### config.mk
export PLATFORM = sky130hd
export DESIGN_NAME = seg_scan_ctrl
export DESIGN_NICKNAME = d
export VERILOG_FILES = /design/src/rtl/seg_scan_ctrl.sv
export SDC_FILE = /design/constraint.sdc
export NUM_CORES = 1
export LEC_CHECK = 0
export CAP_MARGIN = 20
export CORE_MARGIN = 3
export CORE_UTILIZATION = 28
export DETAILED_ROUTE_END_ITERATION = 8
export GPL_TIMING_DRIVEN = 0
export HOLD_SLACK_MARGIN = 0.05
export PLACE_DENSITY_LB_ADDON = 0.05
export SYNTH_ARGS = -nofsm -noshare
export SYNTH_HDL_FRONTEND = slang
export SYNTH_SLANG_ARGS = --single-unit
### constraint.sdc
create_clock -name clk -period 3.4 [get_ports clk]
set_input_delay 0.68 -clock clk [delete_from_list [all_inputs] [get_ports clk]]
set_output_delay 0.68 -clock clk [all_outputs]
set_load 0.05 [all_outputs]
### src/rtl/seg_scan_ctrl.sv
// Scan controller for a multiplexed common-anode 7-segment display sharing one BCD decoder.
// Values load through valid/ready into a shadow register and are committed only at frame boundaries.
`timescale 1ns/1ps
module seg_scan_ctrl #(
  parameter int NDIG = 4,
  parameter int DIV  = 50000
) (
  input  logic              clk,
  input  logic              rst,
  input  logic              en,
  input  logic              blank_lz,
  input  logic              load_valid,
  output logic              load_ready,
  input  logic [4*NDIG-1:0] load_value,
  output logic [3:0]        bcd_out,
  output logic              bcd_en,
  output logic [NDIG-1:0]   dig_sel
);

  localparam int CW = $clog2(DIV);
  localparam int IW = (NDIG > 1) ? $clog2(NDIG) : 1;

  typedef enum logic {SHOW = 1'b0, BLANK = 1'b1} state_t;

  state_t              state, state_n;
  logic [CW-1:0]       cnt, cnt_n;
  logic [IW-1:0]       idx, idx_n;
  logic [4*NDIG-1:0]   active, active_n, shadow, shadow_n;
  logic                pending, pending_n;
  logic                tick, last, commit, xfer;

  logic [NDIG-1:0][3:0] act_n;
  logic                 up_zero, lz_n;
  logic [NDIG-1:0]      dig_sel_n;
  logic [3:0]           bcd_out_n;
  logic                 bcd_en_n;

  assign tick   = (cnt == CW'(DIV - 1));
  assign last   = (idx == IW'(NDIG - 1));
  // Commit needs pending=1, so load_ready is already low: commit and transfer never coincide.
  assign commit = tick && (state == SHOW) && last && pending;
  assign xfer   = load_valid && load_ready;
  assign cnt_n  = tick ? '0 : cnt + 1'b1;

  always_comb begin
    state_n   = state;
    idx_n     = idx;
    active_n  = active;
    shadow_n  = shadow;
    pending_n = pending;
    if (state == BLANK) begin
      state_n = SHOW;
    end else if (tick) begin
      state_n = BLANK;
      idx_n   = last ? '0 : idx + 1'b1;
    end
    if (commit) begin
      active_n  = shadow;
      pending_n = 1'b0;
    end else if (xfer) begin
      shadow_n  = load_value;
      pending_n = 1'b1;
    end
  end

  // Outputs are derived from next-state values so the registered outputs track the state.
  assign act_n = active_n;

  always_comb begin
    up_zero = 1'b1;
    for (int i = 0; i < NDIG; i++)
      if ((i >= int'(idx_n)) && (act_n[i] != 4'd0)) up_zero = 1'b0;
    lz_n = blank_lz && (idx_n != '0) && up_zero;
  end

  always_comb begin
    dig_sel_n = '1;
    bcd_out_n = 4'd0;
    bcd_en_n  = 1'b0;
    if (state_n == SHOW) begin
      dig_sel_n = en ? ~(NDIG'(1) << idx_n) : '1;
      bcd_out_n = act_n[idx_n];
      bcd_en_n  = en && !lz_n;
    end
  end

  always_ff @(posedge clk or posedge rst) begin
    if (rst) begin
      state      <= BLANK;
      cnt        <= '0;
      idx        <= '0;
      active     <= '0;
      shadow     <= '0;
      pending    <= 1'b0;
      load_ready <= 1'b1;
      dig_sel    <= '1;
      bcd_out    <= 4'd0;
      bcd_en     <= 1'b0;
    end else begin
      state      <= state_n;
      cnt        <= cnt_n;
      idx        <= idx_n;
      active     <= active_n;
      shadow     <= shadow_n;
      pending    <= pending_n;
      load_ready <= ~pending_n;
      dig_sel    <= dig_sel_n;
      bcd_out    <= bcd_out_n;
      bcd_en     <= bcd_en_n;
    end
  end

endmodule

Yosys cells after proc, flatten, opt, wreduce, memory -nomap -nowiden
Index checks and enable logic that the tools add are counted.
{"block": "word_totals", "wordCells": 59, "output_inout_bits": 10, "register_bits": 62, "inputBits": 21}
{"block": "classes", "n_addsub": 2, "n_shift": 1, "n_bitwise": 4, "order_cmp": 4, "n_reduce_logical": 17, "muxes": 19, "n_eq_ne": 2}
{"operator": "16-bit 2-to-1 mux", "count": 2}
{"operator": "16-bit by 1-bit adder with 16-bit output, second input constant", "count": 1}
{"operator": "16-bit == test, second input constant", "count": 1}
{"operator": "4-bit 2-to-1 mux", "count": 4}
{"operator": "4-bit nonzero test", "count": 4}
{"operator": "1-bit logical AND", "count": 10}
{"operator": "1-bit 2-to-1 mux", "count": 9}
{"operator": "4-bit binary-select mux with 2-bit select", "count": 1}
{"operator": "2-bit 2-to-1 mux", "count": 3}
{"operator": "1-bit by 2-bit >= comparator with 1-bit output, first input constant", "count": 2}
{"operator": "4-bit NOT", "count": 1}
{"operator": "1-bit by 2-bit left shift with 4-bit output, first input constant", "count": 1}
{"operator": "2-bit by 3-bit less-than comparator with 1-bit output, second input constant", "count": 1}
{"operator": "1-bit NOT", "count": 3}
{"operator": "2-bit by 1-bit adder with 2-bit output, second input constant", "count": 1}
{"operator": "2-bit == test, second input constant", "count": 1}
{"operator": "2-bit >= comparator, first input constant", "count": 1}
{"operator": "2-bit AND reduction", "count": 1}
{"operator": "2-bit nonzero test", "count": 1}
{"operator": "1-bit zero test", "count": 1}

Logic depth before layout (Yosys ltp)
{"block": "depth", "ltp_word": 15, "mapped_depth": 8, "depth_no_buf": 7}

Worst setup path before layout
OpenSTA, ideal clock, no wires.
{"block": "synth_timing", "path_type": "register to register", "startpoint": "register cnt[5]", "endpoint": "register shadow[10]", "slack_ns": 1.267, "period_less_slack_ns": 2.133, "required_ns": 3.273, "path_buffers": 1, "stages_incl_launch_ff": 7, "arrival_ns": 2.005, "setup_time_ns": 0.127, "path_cell_list": "dfrtp_1 or4b_4 nand4b_4 nor2_4 nor2_2 buf_6 mux2_1"}
{"block": "synth_via", "elab_chain_len": 6}
{"element": "start, declared", "line": "26", "rtl": "logic [CW-1:0] cnt, cnt_n;"}
{"element": "start signal, assigned", "line": "101", "rtl": "cnt <= cnt_n;"}
{"element": "16-bit == test", "line": "38", "rtl": "assign tick = (cnt == CW'(DIV - 1));"}
{"element": "1-bit logical AND (3 in a row)", "line": "41", "rtl": "assign commit = tick && (state == SHOW) && last && pending;"}
{"element": "1-bit NOT (no source line)"}
{"element": "2-bit AND reduction (no source line)"}
{"element": "end signal, assigned", "line": "104", "rtl": "shadow <= shadow_n;"}
{"element": "end, declared", "line": "28", "rtl": "logic [4*NDIG-1:0] active, active_n, shadow, shadow_n;"}
Every way passes these cells.
A chain may end at the register's enable or synchronous reset.

==> results.ini <==
[yosys]
ys_warn_count = 0
syn_avg_cell_area_sq_um = 11.8
yosysUniqueCellTypes = 42
syn_nets = 250
yosys-top-cells-count = dfrtp_1 (56), nand2_1 (23), o21ai_0 (16)
synth.largest_area_cell = dfrtp_1
synth_seq_cells = 62
syn_inst = 227
synth_top_cells_by_area = dfrtp_1 (52%), mux2_2 (6.3%), dfstp_2 (5.9%)
synth_area_sq_um = 2680
postSynth.asyncResetShare_pct = 100
ys_seq_area_share_pct = 58.1
synthMostInstantiatedCell = dfrtp_1
synth_top_area_share_pct = 52.2
synth_flop_cell = dfrtp_1
synth_enable_flop_cells = 0

[worst_setup_path]
crit_end = active[6]$_DFF_PP0_
worstSetupPathType = reg2reg
cp-end-kind = flop
cp_data_required_time_ns = 3.61
r2r_start = cnt[5]$_DFF_PP0_
r2r_slack_ns = 0.95
rr_endpoint = active[6]$_DFF_PP0_
crit_path_start_kind = flop
r2r_cells = 5
crit_path_max_fanout = 10
crit_arrival_ns = 2.66
crit_start = cnt[5]$_DFF_PP0_

[floorplanning]
die_h_um = 104
die_x_um = 104
start_util_pct = 28.9
ios = 31
coreArea_sq_um = 9280
row_count = 35
dieArea_sq_um = 10800

[layout]
drive_above_1_share_pct = 17.6
layout.nets = 292
antenna_cells = 0
fillers = 974
register_area_sq_um = 1560
area_delta_synth_final_pct = 26.2
multi_input_area_sq_um = 1060

[clocking]
ctsHoldBuffers = 0
cts.path.max_buffers = 2
path_clk_slew_ns = 0.07
ctsHtreeMaxLevel = 3
cts_sinks = 62
root_buffer = clkbuf_8
ctsResizeCount = 0
insertion_delay_ns = 0.33
cts_setup_buffers = 0
tritoncts = done
cts_buffers = 9

[global_route]
grtUsageTotal_pct = 11.6
grt_pass1_wl_um = 9850
grt-busiest-layer = met2
antenna_found_initial = 0
gr-usage-met1_pct = 15.6
grt_max_degree = 41
grt_pass1_vias = 1927
use_met3_pct = 2.86
grt.overflow.total = 0
grt_use_met2_pct = 17.5

[worst_hold_path]
hold_path.class = reg2reg

[sta]
setup_viol = 0
post-route-period-util_pct = 71.9
hold_viol_final = 0
holdWs_ns = 0.487
fmax_ghz = 0.409
drv_slew = 0
tightestPinTransition_ns = 0.624
fin_setup_tns_ns = 0
slew_headroom_pct = 58.2
min_period_ns = 2.45
skew_ns = 0.00831
rsz0062_at_grt = false

[drt]
route.detailed.drc = 0
ant_nets = 0
drt-initial-drc-count = 39
routed-via-count = 1801
dr.pass1.iters = 4
vias_per_cell = 4.48
wl_um = 5710
wire_per_inst_um = 14.2

[power]
internal_power_mw = 1.31
clkPwrFrac_pct = 43.2
power_switching_uw = 368
vdd_drop_max_uv = 182
total_power_mw = 1.68
p_sw_share_pct = 21.9
p_leak_nw = 1.48
p_comb_share_pct = 6.9
p_per_area_nw_per_um2 = 497
seqPwrFrac_pct = 50.0

[place]
dp_hpwl_um = 4200
gp_congestion = 0.763
port_buffers = 30

[job]
max-cap-violations = 0

[status]
status = finished, final reports clean

## cells in the final DEF (no fill, tap or decap), types with 3 or more instances in the layout
cell and instances:
a21o_1 3, a21oi_1 3, and3_1 3, and4b_1 3, clkbuf_1 3, clkbuf_8 11, clkdlybuf4s50_1 30, dfrtp_1 56
dfstp_2 6, inv_1 9, mux2_1 11, mux2_2 15, nand2_1 23, nand3_1 9, nor2_1 14, nor3_1 3
nor4_1 4, o21ai_0 16, o21ai_1 3, o221ai_1 3, xnor2_1 4, xor2_1 9
## critical path, cell delays in order (launching register included)
cell      delay [ns]
dfrtp_1         0.43
or4b_4          0.59
nand4b_4        0.29
nor2_4          0.33
buf_2           0.32
mux2_2          0.37
## layer usage
metal	share of wire, %	routed length, um
met2	47	2680
met1	47	2710
met3	3.4	193
met5	0	0
met4	2.2	127
## worst min path at each step
stage	slack (ns)	start	cells after the start	endpoint
2_1_floorplan	0.45	cnt[0]$_DFF_PP0_	1	cnt[0]$_DFF_PP0_
3_3_place_gp	0.48	shadow[7]$_DFFE_PP0P_	1	shadow[7]$_DFFE_PP0P_
3_5_place_dp	0.47	shadow[7]$_DFFE_PP0P_	1	shadow[7]$_DFFE_PP0P_
4_1_cts	0.49	shadow[7]$_DFFE_PP0P_	1	shadow[7]$_DFFE_PP0P_
5_1_grt	0.51	cnt[0]$_DFF_PP0_	1	cnt[0]$_DFF_PP0_
6_report	0.49	shadow[7]$_DFFE_PP0P_	1	shadow[7]$_DFFE_PP0P_
## power by group through the flow
| stage | Sequential (mW) | Combinational (mW) | Clock, mW |
|---|---|---|---|
| finish | 0.840 | 0.115 | 0.726 |
| global route | 0.850 | 0.131 | 0.786 |
| CTS | 0.842 | 0.120 | 0.753 |
| detailed placement | 0.856 | 0.119 | 0 |
| global placement | 0.856 | 0.114 | 0 |
| floorplan | 0.847 | 0.0659 | 0 |
## final cells by class
cell class	instances	share of cell area [%]
clock buffers	11	4.47
repair buffers	31	9.46
clock inverters	4	2.07
inverters	10	1.11
multi-input cells	150	31.3
well taps	129	4.77
plain buffers	5	0.813
flip-flops and latches	62	46.0
## logic make-up after synthesis
kind of cell | count (synthesis) | share of synthesized area, %
flip-flops | 62 | 58.1
AND/OR/NAND/NOR | 77 | 16.2
adder cells (fa/ha/maj) | 2 | 0.933
XOR/XNOR | 13 | 4.24
multiplexers | 26 | 10.9
AO/OA/AOI/OAI | 32 | 7.18
buffers and inverters | 15 | 2.43
## flip-flops by register name, summed over array words and instances, names as in the netlist
| register | cells |
|---|---|
| cnt | 16 |
| load_ready | 1 |
| shadow | 16 |
| idx | 2 |
| dig_sel | 4 |
| pending | 1 |
| bcd_out | 4 |
| state | 1 |
| active | 16 |
| bcd_en | 1 |
## stage by stage
| step | setup WS (ns) | cell area [sq um] | instances | util (%) |
|---|---|---|---|---|
| floorplan | 1.19 | 2680 | 227 | - |
| global placement | -0.0919 | 3140 | 386 | 33.9 |
| detailed placement | 0.940 | 3160 | 387 | 34.1 |
| CTS | 0.929 | 3390 | 402 | 36.5 |
| global route | 0.827 | 3390 | 402 | 36.5 |
| finish | 0.954 | 3390 | 402 | 36.5 |
No activity file was read; power rests on OpenSTA's default activity.
